### config.mk
export PLATFORM = sky130hd
export DESIGN_NAME = fifo_stream_reader
export DESIGN_NICKNAME = d
export VERILOG_FILES = /design/src/rtl/fifo_stream_reader_pkg.sv /design/src/rtl/fifo_stream_reader_skid_queue.sv /design/src/rtl/fifo_stream_reader.sv
export SDC_FILE = /design/constraint.sdc
export NUM_CORES = 1
export LEC_CHECK = 0
export BUFFER_PORTS_ARGS = -buffer_cell sky130_fd_sc_hd__buf_2
export CELL_PAD_IN_SITES_DETAIL_PLACEMENT = 1
export CELL_PAD_IN_SITES_GLOBAL_PLACEMENT = 1
export CORE_MARGIN = 8
export CORE_UTILIZATION = 29
export CTS_CLUSTER_SIZE = 10
export DETAILED_ROUTE_END_ITERATION = 16
export PLACE_DENSITY_LB_ADDON = 0.15
export SYNTH_ARGS = -nofsm -noshare
export SYNTH_HDL_FRONTEND = slang
export SYNTH_SLANG_ARGS = --single-unit
export TNS_END_PERCENT = 20
### constraint.sdc
create_clock -name clk -period 1.8 [get_ports clk]
set_input_delay 0.54 -clock clk [delete_from_list [all_inputs] [get_ports clk]]
set_output_delay 0.54 -clock clk [all_outputs]
set_load 0.005 [all_outputs]
### src/rtl/fifo_stream_reader_pkg.sv
// Shared FIFO constants and helpers for the stream reader and its skid queue.
// The skid queue is a 3-entry circular buffer, so its pointers wrap 2 -> 0.
package fifo_stream_reader_pkg;

   localparam int FIFO_DEPTH   = 16;
   localparam int SKID_ENTRIES = 3;
   localparam int PTR_W        = 2;
   localparam int OCC_W        = 2;

   typedef enum logic [1:0] {
      QOP_IDLE = 2'b00,
      QOP_POP  = 2'b01,
      QOP_PUSH = 2'b10,
      QOP_BOTH = 2'b11
   } queueOp_e;

   function automatic logic [PTR_W-1:0] ptrInc(input logic [PTR_W-1:0] ptr);
      return (ptr == PTR_W'(SKID_ENTRIES - 1)) ? '0 : ptr + 1'b1;
   endfunction

endpackage

### src/rtl/fifo_stream_reader_skid_queue.sv
// Three-entry circular output queue: push at the tail, pop from the head.
// A same-cycle push and pop moves both pointers and leaves the occupancy unchanged.
module skid_queue
   import fifo_stream_reader_pkg::*;
#(
   parameter int DATA_W = 8
)
(
   input  logic              clk_i,
   input  logic              rst_i,
   input  logic              push_i,
   input  logic [DATA_W-1:0] pushData_i,
   input  logic              pop_i,
   output logic [OCC_W-1:0]  occ_o,
   output logic [DATA_W-1:0] headData_o
);

   logic [DATA_W-1:0] mem_q [SKID_ENTRIES];
   logic [PTR_W-1:0]  head_q, head_d;
   logic [PTR_W-1:0]  tail_q, tail_d;
   logic [OCC_W-1:0]  occ_q, occ_d;
   queueOp_e          op;

   always_comb begin
      op     = queueOp_e'({push_i, pop_i});
      head_d = head_q;
      tail_d = tail_q;
      occ_d  = occ_q;
      case (op)
         QOP_PUSH: begin
            tail_d = ptrInc(tail_q);
            occ_d  = occ_q + 1'b1;
         end
         QOP_POP: begin
            head_d = ptrInc(head_q);
            occ_d  = occ_q - 1'b1;
         end
         QOP_BOTH: begin
            head_d = ptrInc(head_q);
            tail_d = ptrInc(tail_q);
         end
         default: begin
         end
      endcase
   end

   // Storage is cleared on reset so a flushed word never reappears on the output.
   always_ff @(posedge clk_i) begin
      if (rst_i) begin
         head_q <= '0;
         tail_q <= '0;
         occ_q  <= '0;
         for (int i = 0; i < SKID_ENTRIES; i++) begin
            mem_q[i] <= '0;
         end
      end else begin
         head_q <= head_d;
         tail_q <= tail_d;
         occ_q  <= occ_d;
         if (push_i) begin
            mem_q[tail_q] <= pushData_i;
         end
      end
   end

   assign occ_o      = occ_q;
   assign headData_o = mem_q[head_q];

endmodule

### src/rtl/fifo_stream_reader.sv
// Reads words from a FIFO and presents them as a valid/ready stream through a skid queue.
// Read credit counts buffered plus in-flight words, so fifo_rd never depends on m_ready.
module fifo_stream_reader
   import fifo_stream_reader_pkg::*;
#(
   parameter int DATA_W     = 8,
   parameter int SKID_DEPTH = 3
)
(
   input  logic              clk,
   input  logic              rst,
   input  logic              en,
   input  logic              fifo_empty,
   input  logic              fifo_wr,
   input  logic [DATA_W-1:0] fifo_dout,
   output logic              fifo_rd,
   output logic              m_valid,
   output logic [DATA_W-1:0] m_data,
   input  logic              m_ready,
   output logic              busy,
   output logic [15:0]       xfer_cnt
);

   localparam logic [OCC_W:0] CREDITS = (OCC_W+1)'(SKID_DEPTH);

   if (SKID_DEPTH != SKID_ENTRIES) begin : gDepthCheck
      $error("fifo_stream_reader: SKID_DEPTH must be 3");
   end

   logic              inflight_q, inflight_d;
   logic [15:0]       xferCnt_q, xferCnt_d;
   logic [OCC_W-1:0]  occ;
   logic [OCC_W:0]    creditUsed;
   logic [DATA_W-1:0] headData;
   logic              readAccept;
   logic              pop;

   // A read issued alongside a FIFO write is dropped by the FIFO, so it earns no in-flight word.
   always_comb begin
      creditUsed = {1'b0, occ} + (OCC_W+1)'(inflight_q);
      fifo_rd    = en && !fifo_empty && !rst && (creditUsed < CREDITS);
      readAccept = fifo_rd && !fifo_wr;
      inflight_d = readAccept;
      m_valid    = !rst && (occ != '0);
      m_data     = rst ? '0 : headData;
      busy       = !rst && ((occ != '0) || inflight_q);
      pop        = m_valid && m_ready;
      xferCnt_d  = pop ? xferCnt_q + 16'd1 : xferCnt_q;
   end

   always_ff @(posedge clk) begin
      if (rst) begin
         inflight_q <= 1'b0;
         xferCnt_q  <= '0;
      end else begin
         inflight_q <= inflight_d;
         xferCnt_q  <= xferCnt_d;
      end
   end

   skid_queue #(
      .DATA_W(DATA_W)
   ) uSkidQueue (
      .clk_i     (clk),
      .rst_i     (rst),
      .push_i    (inflight_q),
      .pushData_i(fifo_dout),
      .pop_i     (pop),
      .occ_o     (occ),
      .headData_o(headData)
   );

   assign xfer_cnt = xferCnt_q;

endmodule

# Yosys cells after proc, flatten, opt, wreduce, memory -nomap -nowiden
# Memory sizes are Yosys's and may differ from the RTL's. A register that Yosys moved wholly into a read port is not among the register bits.
# Cells that the tools add are included.
[word_totals]
input_bits = 14
out_inout_bits = 27
register_bits = 23
elab_cells = 48
ramBits = 24
memories = 1
[mem_list]
columns = ["memory", "words", "word_bits", "read_ports", "rd_clocked_by_memory_dff", "write_ports", "line_no", "rtl"]
rows = [
  ["uSkidQueue.mem_q", 3, 8, 1, 1, 3, "fifo_stream_reader_skid_queue.sv:18", "logic [DATA_W-1:0] mem_q [SKID_ENTRIES];"],
]
[op_classes]
addsub = 6
order_cmp = 1
reduce_logical = 16
n_eq_ne = 5
mux = 14
[op_table]
columns = ["cell", "n"]
rows = [
  ["adder 16 x 1 -> 16 bit (second input constant)", 1],
  ["2-to-1 mux 8 bit", 2],
  ["2-to-1 mux 2 bit", 5],
  ["== test 2 bit (second input constant)", 4],
  ["OR reduction 8 bit", 1],
  ["logical AND 1 bit", 7],
  ["adder 2 x 1 -> 2 bit (second input constant)", 3],
  ["2-to-1 mux 1 bit", 6],
  ["one-hot mux 2 bit (2 select lines)", 1],
  ["nonzero test 2 bit", 2],
  ["OR reduction 2 bit", 2],
  ["adder 2 x 1 -> 3 bit", 1],
  ["logical NOT 1 bit", 3],
  ["less-than comparator 3 x 2 -> 1 bit (second input constant)", 1],
  ["== test 2 x 1 -> 1 bit (second input constant)", 1],
  ["subtractor 2 x 1 -> 2 bit (second input constant)", 1],
  ["logical OR 1 bit", 1],
]

# Logic depth before layout (Yosys ltp)
[logic_depth]
word_depth = 7
ltp_mapped = 9
mapped_depth_nobuf = 8

# Hierarchy
# From an unflattened synthesis, not the netlist that was laid out.
[hier_totals]
cells_unflattened = 226
hier_area_um2 = 2603.7
[modules_own_cells]
columns = ["module", "area_per_inst_um2", "n_inst", "cells_per_inst", "seq_area_each_um2"]
rows = [
  ["skid_queue", 1709.1, 1, 124, 1121.1],
  ["fifo_stream_reader", 894.6, 1, 102, 340.3],
]

# Worst setup path before layout
# Ideal clock, no wire load.
[synth_timing]
kind = "flip-flop to output port"
startpoint = "register inflight_q"
endpoint = "output fifo_rd"
t_arrival_ps = 1457
stages_incl_launch_ff = 5
n_path_buf = 0
t_required_ps = 1260
slack_ps = -197
path_cell_list = "dfxtp_1 ha_1 ha_1 or4b_2 a21oi_1"
[synth_between]
elab_chain_len = 3
[synth_lines]
columns = ["element", "line_no", "rtl"]
rows = [
  ["start: declaration", "fifo_stream_reader.sv:30", "logic inflight_q, inflight_d;"],
  ["start signal: assignment", "fifo_stream_reader.sv:56", "inflight_q <= inflight_d;"],
  ["adder 2 x 1 -> 3 bit", "fifo_stream_reader.sv:40", "creditUsed = {1'b0, occ} + (OCC_W+1)'(inflight_q);"],
  ["less-than comparator 3 x 2 -> 1 bit", "fifo_stream_reader.sv:41", "fifo_rd = en && !fifo_empty && !rst && (creditUsed < CREDITS);"],
  ["logical AND 1 bit", "fifo_stream_reader.sv:41", ""],
  ["end: declaration", "fifo_stream_reader.sv:16", "output logic fifo_rd,"],
]
# Every way passes these cells.

# Worst setup path after layout
[layout_timing]
startpoint = "register uSkidQueue.occ_q[0], in the netlist uSkidQueue.occ_o[0]"
endpoint = "output fifo_rd"
[layout_between]
elab_chain_len = 3
[layout_lines]
columns = ["element", "line_no", "rtl"]
rows = [
  ["start: declaration", "fifo_stream_reader_skid_queue.sv:21", "logic [OCC_W-1:0] occ_q, occ_d;"],
  ["start signal: assignment", "fifo_stream_reader_skid_queue.sv:52", "occ_q <= '0;"],
  ["start signal: assignment", "fifo_stream_reader_skid_queue.sv:59", "occ_q <= occ_d;"],
  ["adder 2 x 1 -> 3 bit", "fifo_stream_reader.sv:40", ""],
  ["less-than comparator 3 x 2 -> 1 bit", "fifo_stream_reader.sv:41", ""],
  ["logical AND 1 bit", "fifo_stream_reader.sv:41", ""],
]
# Every way passes these cells.

==> impl_metrics.xml <==
<?xml version="1.0" encoding="UTF-8"?>
<metrics>
  <group name="clocking">
    <metric name="clock_insertion_delay_worst_skew" unit="ns">0.33</metric>
    <metric name="path_clk_slew" unit="ns">0.07</metric>
    <metric name="cts-htree-levels" unit="">3</metric>
    <metric name="cts.path.max_buffers" unit="">2</metric>
    <metric name="clk_root_buffer_cell" unit="">sky130_fd_sc_hd__clkbuf_8</metric>
    <metric name="numClockSinks" unit="">57</metric>
    <metric name="tritoncts.num_buffers" unit="">9</metric>
    <metric name="tritoncts" unit="">yes</metric>
  </group>
  <group name="setup_path">
    <metric name="critPathLaunchType" unit="">flop</metric>
    <metric name="cp_slowest_stage_delay" unit="ns">0.47</metric>
    <metric name="path_buf_inv" unit="">1</metric>
    <metric name="timing.critical_path.cells" unit="">ha_4 -&gt; ha_4 -&gt; or4b_4 -&gt; a21oi_2 -&gt; buf_2</metric>
    <metric name="crit_family" unit="">simple AND/OR/NAND/NOR gates</metric>
    <metric name="worst-path-max-fanout" unit="">2</metric>
    <metric name="worst-setup-path-type" unit="">reg2out</metric>
    <metric name="worst_path_most_repeated_cell" unit="">sky130_fd_sc_hd__ha_4</metric>
    <metric name="worst_setup_path_end_kind" unit="">primary output</metric>
    <metric name="crit_slowest_cell" unit="">sky130_fd_sc_hd__or4b_4</metric>
    <metric name="critical_path_required" unit="ns">1.26</metric>
    <metric name="critical_path_arrival" unit="ns">1.71</metric>
  </group>
  <group name="power">
    <metric name="p_leak" unit="nW">1.35</metric>
    <metric name="peakVddDrop" unit="V">0.000342</metric>
    <metric name="pwr_dens" unit="nW/µm²">798</metric>
  </group>
  <group name="timing">
    <metric name="grt_setup_unrepaired" unit="">true</metric>
    <metric name="fin_worst_skew" unit="ns">0.00601</metric>
    <metric name="final-setup-viol-count" unit="">12</metric>
    <metric name="worstMarginPinSlew" unit="ns">0.309</metric>
    <metric name="final.period_utilization" unit="%">125</metric>
    <metric name="min_period" unit="ns">2.25</metric>
    <metric name="worst_path_setup_slack_after_routing" unit="ns">-0.446</metric>
    <metric name="slew_viol_final" unit="">0</metric>
    <metric name="worst_hold_margin" unit="ns">0.354</metric>
    <metric name="fmax" unit="MHz">445</metric>
    <metric name="max-slew-margin-rel" unit="%">79.1</metric>
    <metric name="final_hold_viols" unit="">0</metric>
  </group>
  <group name="floorplan">
    <metric name="floorplan.die_area" unit="µm²">12000</metric>
    <metric name="die-width" unit="µm">110</metric>
    <metric name="start_util" unit="%">29.6</metric>
    <metric name="placement_rows" unit="">34</metric>
    <metric name="floorplan.core_area" unit="µm²">8590</metric>
    <metric name="die_h" unit="µm">110</metric>
    <metric name="ioPinCount" unit="">41</metric>
  </group>
  <group name="finish">
    <metric name="final_util" unit="%">39.5</metric>
    <metric name="diodes" unit="">0</metric>
    <metric name="seq_area" unit="µm²">1470</metric>
    <metric name="proportion_of_layout_cells_with_a_drive_suffix_above_1" unit="%">39.3</metric>
    <metric name="num-nets-final" unit="">305</metric>
    <metric name="syn_to_final_growth" unit="%">33.4</metric>
    <metric name="multiInputGateArea" unit="µm²">1100</metric>
    <metric name="nFillCells" unit="">964</metric>
    <metric name="postLayoutCellArea" unit="µm²">3390</metric>
  </group>
  <group name="detailed_routing">
    <metric name="avgViaCountPerCell" unit="">4.65</metric>
    <metric name="route.detailed.wl_per_inst" unit="µm">15.0</metric>
    <metric name="ant_nets" unit="">0</metric>
    <metric name="wirelength" unit="µm">5960</metric>
    <metric name="drt_first_iter_violations" unit="">37</metric>
    <metric name="total_drc_errors_in_the_routed_layout" unit="">0</metric>
    <metric name="vias" unit="">1850</metric>
    <metric name="drt_first_pass_iters" unit="">4</metric>
  </group>
  <group name="logic_synthesis">
    <metric name="yosys.area_share.adder" unit="%">2.95</metric>
    <metric name="synth-compound-area-share" unit="%">7.09</metric>
    <metric name="synthXorXnorAreaFrac" unit="%">2.07</metric>
    <metric name="synth.net_count" unit="">232</metric>
    <metric name="synth-warning-count" unit="">0</metric>
    <metric name="synth_instances" unit="">212</metric>
    <metric name="synth_top_cells_by_count" unit="">sky130_fd_sc_hd__and2_1, sky130_fd_sc_hd__edfxtp_1, sky130_fd_sc_hd__dfxtp_1, sky130_fd_sc_hd__a21oi_1, sky130_fd_sc_hd__nor2_1</metric>
    <metric name="synth-async-reset-ratio" unit="%">0</metric>
    <metric name="synth_simple_gate_area_share" unit="%">20.8</metric>
    <metric name="synth_top_area_cell" unit="">sky130_fd_sc_hd__edfxtp_1</metric>
    <metric name="synth.area.top_cells" unit="">sky130_fd_sc_hd__edfxtp_1, sky130_fd_sc_hd__dfxtp_1, sky130_fd_sc_hd__and2_1</metric>
    <metric name="netlist.area_leader.share" unit="%">37.8</metric>
    <metric name="yosysUniqueCellTypes" unit="">32</metric>
    <metric name="mean_post_synth_cell_area" unit="µm²">12.0</metric>
    <metric name="synth.most_common_cell" unit="">sky130_fd_sc_hd__and2_1</metric>
    <metric name="ys_dominant_reg_cell" unit="">sky130_fd_sc_hd__edfxtp_1</metric>
    <metric name="main_combinational_cell_family_by_area_after_synthesis" unit="">simple AND/OR/NAND/NOR gates</metric>
    <metric name="area_of_the_mapped_netlist" unit="µm²">2540</metric>
    <metric name="synth_enable_flop_cells" unit="">32</metric>
    <metric name="postSynthRegisterBits" unit="">57</metric>
    <metric name="synth_seq_area_share" unit="%">57.5</metric>
    <metric name="synthMuxAreaShare" unit="%">7.09</metric>
  </group>
  <group name="min_path">
    <metric name="hp-class" unit="">in2reg</metric>
  </group>
  <group name="outcome">
    <metric name="status" unit="">finished with violations</metric>
    <metric name="violations" unit="">setup timing</metric>
  </group>
  <group name="global_routing">
    <metric name="grt_max_degree" unit="">14</metric>
    <metric name="first_global_vias" unit="">1904</metric>
    <metric name="grt_overflow_total" unit="">0</metric>
    <metric name="grt_antenna_before_repair" unit="">0</metric>
    <metric name="global_route_wire_length_before_repair" unit="µm">9560</metric>
    <metric name="grt_usage" unit="%">10.5</metric>
  </group>
  <group name="placed_design">
    <metric name="gp_congestion" unit="">0.662</metric>
    <metric name="preCtsSetupSlack" unit="ns">-0.239</metric>
    <metric name="numPortBuffers" unit="">40</metric>
    <metric name="detailedPlacementHpwl" unit="µm">4310</metric>
    <metric name="postPlaceCellArea" unit="µm²">3070</metric>
  </group>
  <group name="job">
    <metric name="max-cap-violations" unit="">0</metric>
  </group>
</metrics>
-- flip-flops by register name, summed over array words and instances (netlist names), named ones only --
name               count
inflight_q             1
uSkidQueue.head_q      2
uSkidQueue.mem_q      32
uSkidQueue.occ_o       2
uSkidQueue.tail_q      2
xfer_cnt              16
-- stage by stage --
| step | total power [mW] | TNS [ns] | cells |
|---|---|---|---|
| after CTS | 2.74 | -3.53 | 396 |
| after detailed placement | 1.58 | -5.50 | 378 |
| final | 2.71 | -3.54 | 398 |
| after global placement | 1.58 | -4.61 | 378 |
| after global routing | 2.82 | -4.92 | 398 |
| after floorplan | 1.50 | -0.0214 | 212 |
-- repair_timing --
item | in CTS | in global routing
endpoints found under the setup margin | 11 | 18
gates cloned | 0 | 0
pin swaps | 9 | 1
buffers inserted | 2 | 2
hold buffers | 0 | 0
gates resized for setup | 15 | 12
-- layout make-up --
class / instances / area share [%]
Clock buffer: 12 / 3.99
Clock inverter: 4 / 1.29
Inverter: 5 / 0.554
Multi-Input combinational cell: 141 / 32.4
Sequential cell: 57 / 43.2
Tap cell: 108 / 3.99
Timing Repair Buffer: 71 / 14.5
-- report_power, final --
part | internal, mW | switching [mW] | total [mW]
clock | 0.632 | 0.499 | 1.13
sequential | 1.40 | 0.0107 | 1.41
combinational | 0.0886 | 0.0778 | 0.166
total | 2.12 | 0.588 | 2.71
-- placed cells by master, fill, tap and decap left out, drive strengths merged, types with 2 or more instances in the layout --
cell,count
xor2,5
nand2,8
or4,2
o31ai,2
or3,7
and4,4
and2,33
o41ai,2
o21a,2
clkbuf,12
mux4,8
o21ai,7
dfxtp,25
inv,5
nor3b,4
edfxtp,32
a21oi,14
nor2,13
or2,3
ha,6
buf,71
nand4,2
nand3,8
o311ai,2
clkinv,3
nor3,4
-- kinds of logic after synthesis --
logic type	after synthesis
AO/OA/AOI/OAI	30
XOR/XNOR	6
adder cells (fa/ha/maj)	6
buffers and inverters	14
flip-flops	57
multiplexers	8
AND/OR/NAND/NOR	91
-- metal layers --
layer | vias up | global-route usage (%) | wire, µm
met5 | - | 0 | 0
met4 | 0 | 4.34 | 72
met3 | 6 | 3.22 | 244
met2 | 27 | 16.7 | 2800
met1 | 898 | 13.1 | 2840
li1 | 919 | - | -
-- final timing paths --
path | start | endpoint | slack (ns) | cells past startpoint
setup / recovery | uSkidQueue.occ_o[0] | fifo_rd | -0.45 | 5
hold reg to reg | xfer_cnt[1] | xfer_cnt[1] | 0.49 | 2
hold / removal | fifo_wr | inflight_q | 0.35 | 2
setup reg to reg | uSkidQueue.occ_o[0] | uSkidQueue.occ_o[1] | -0.08 | 10
Power figures use the tool's default switching activity.
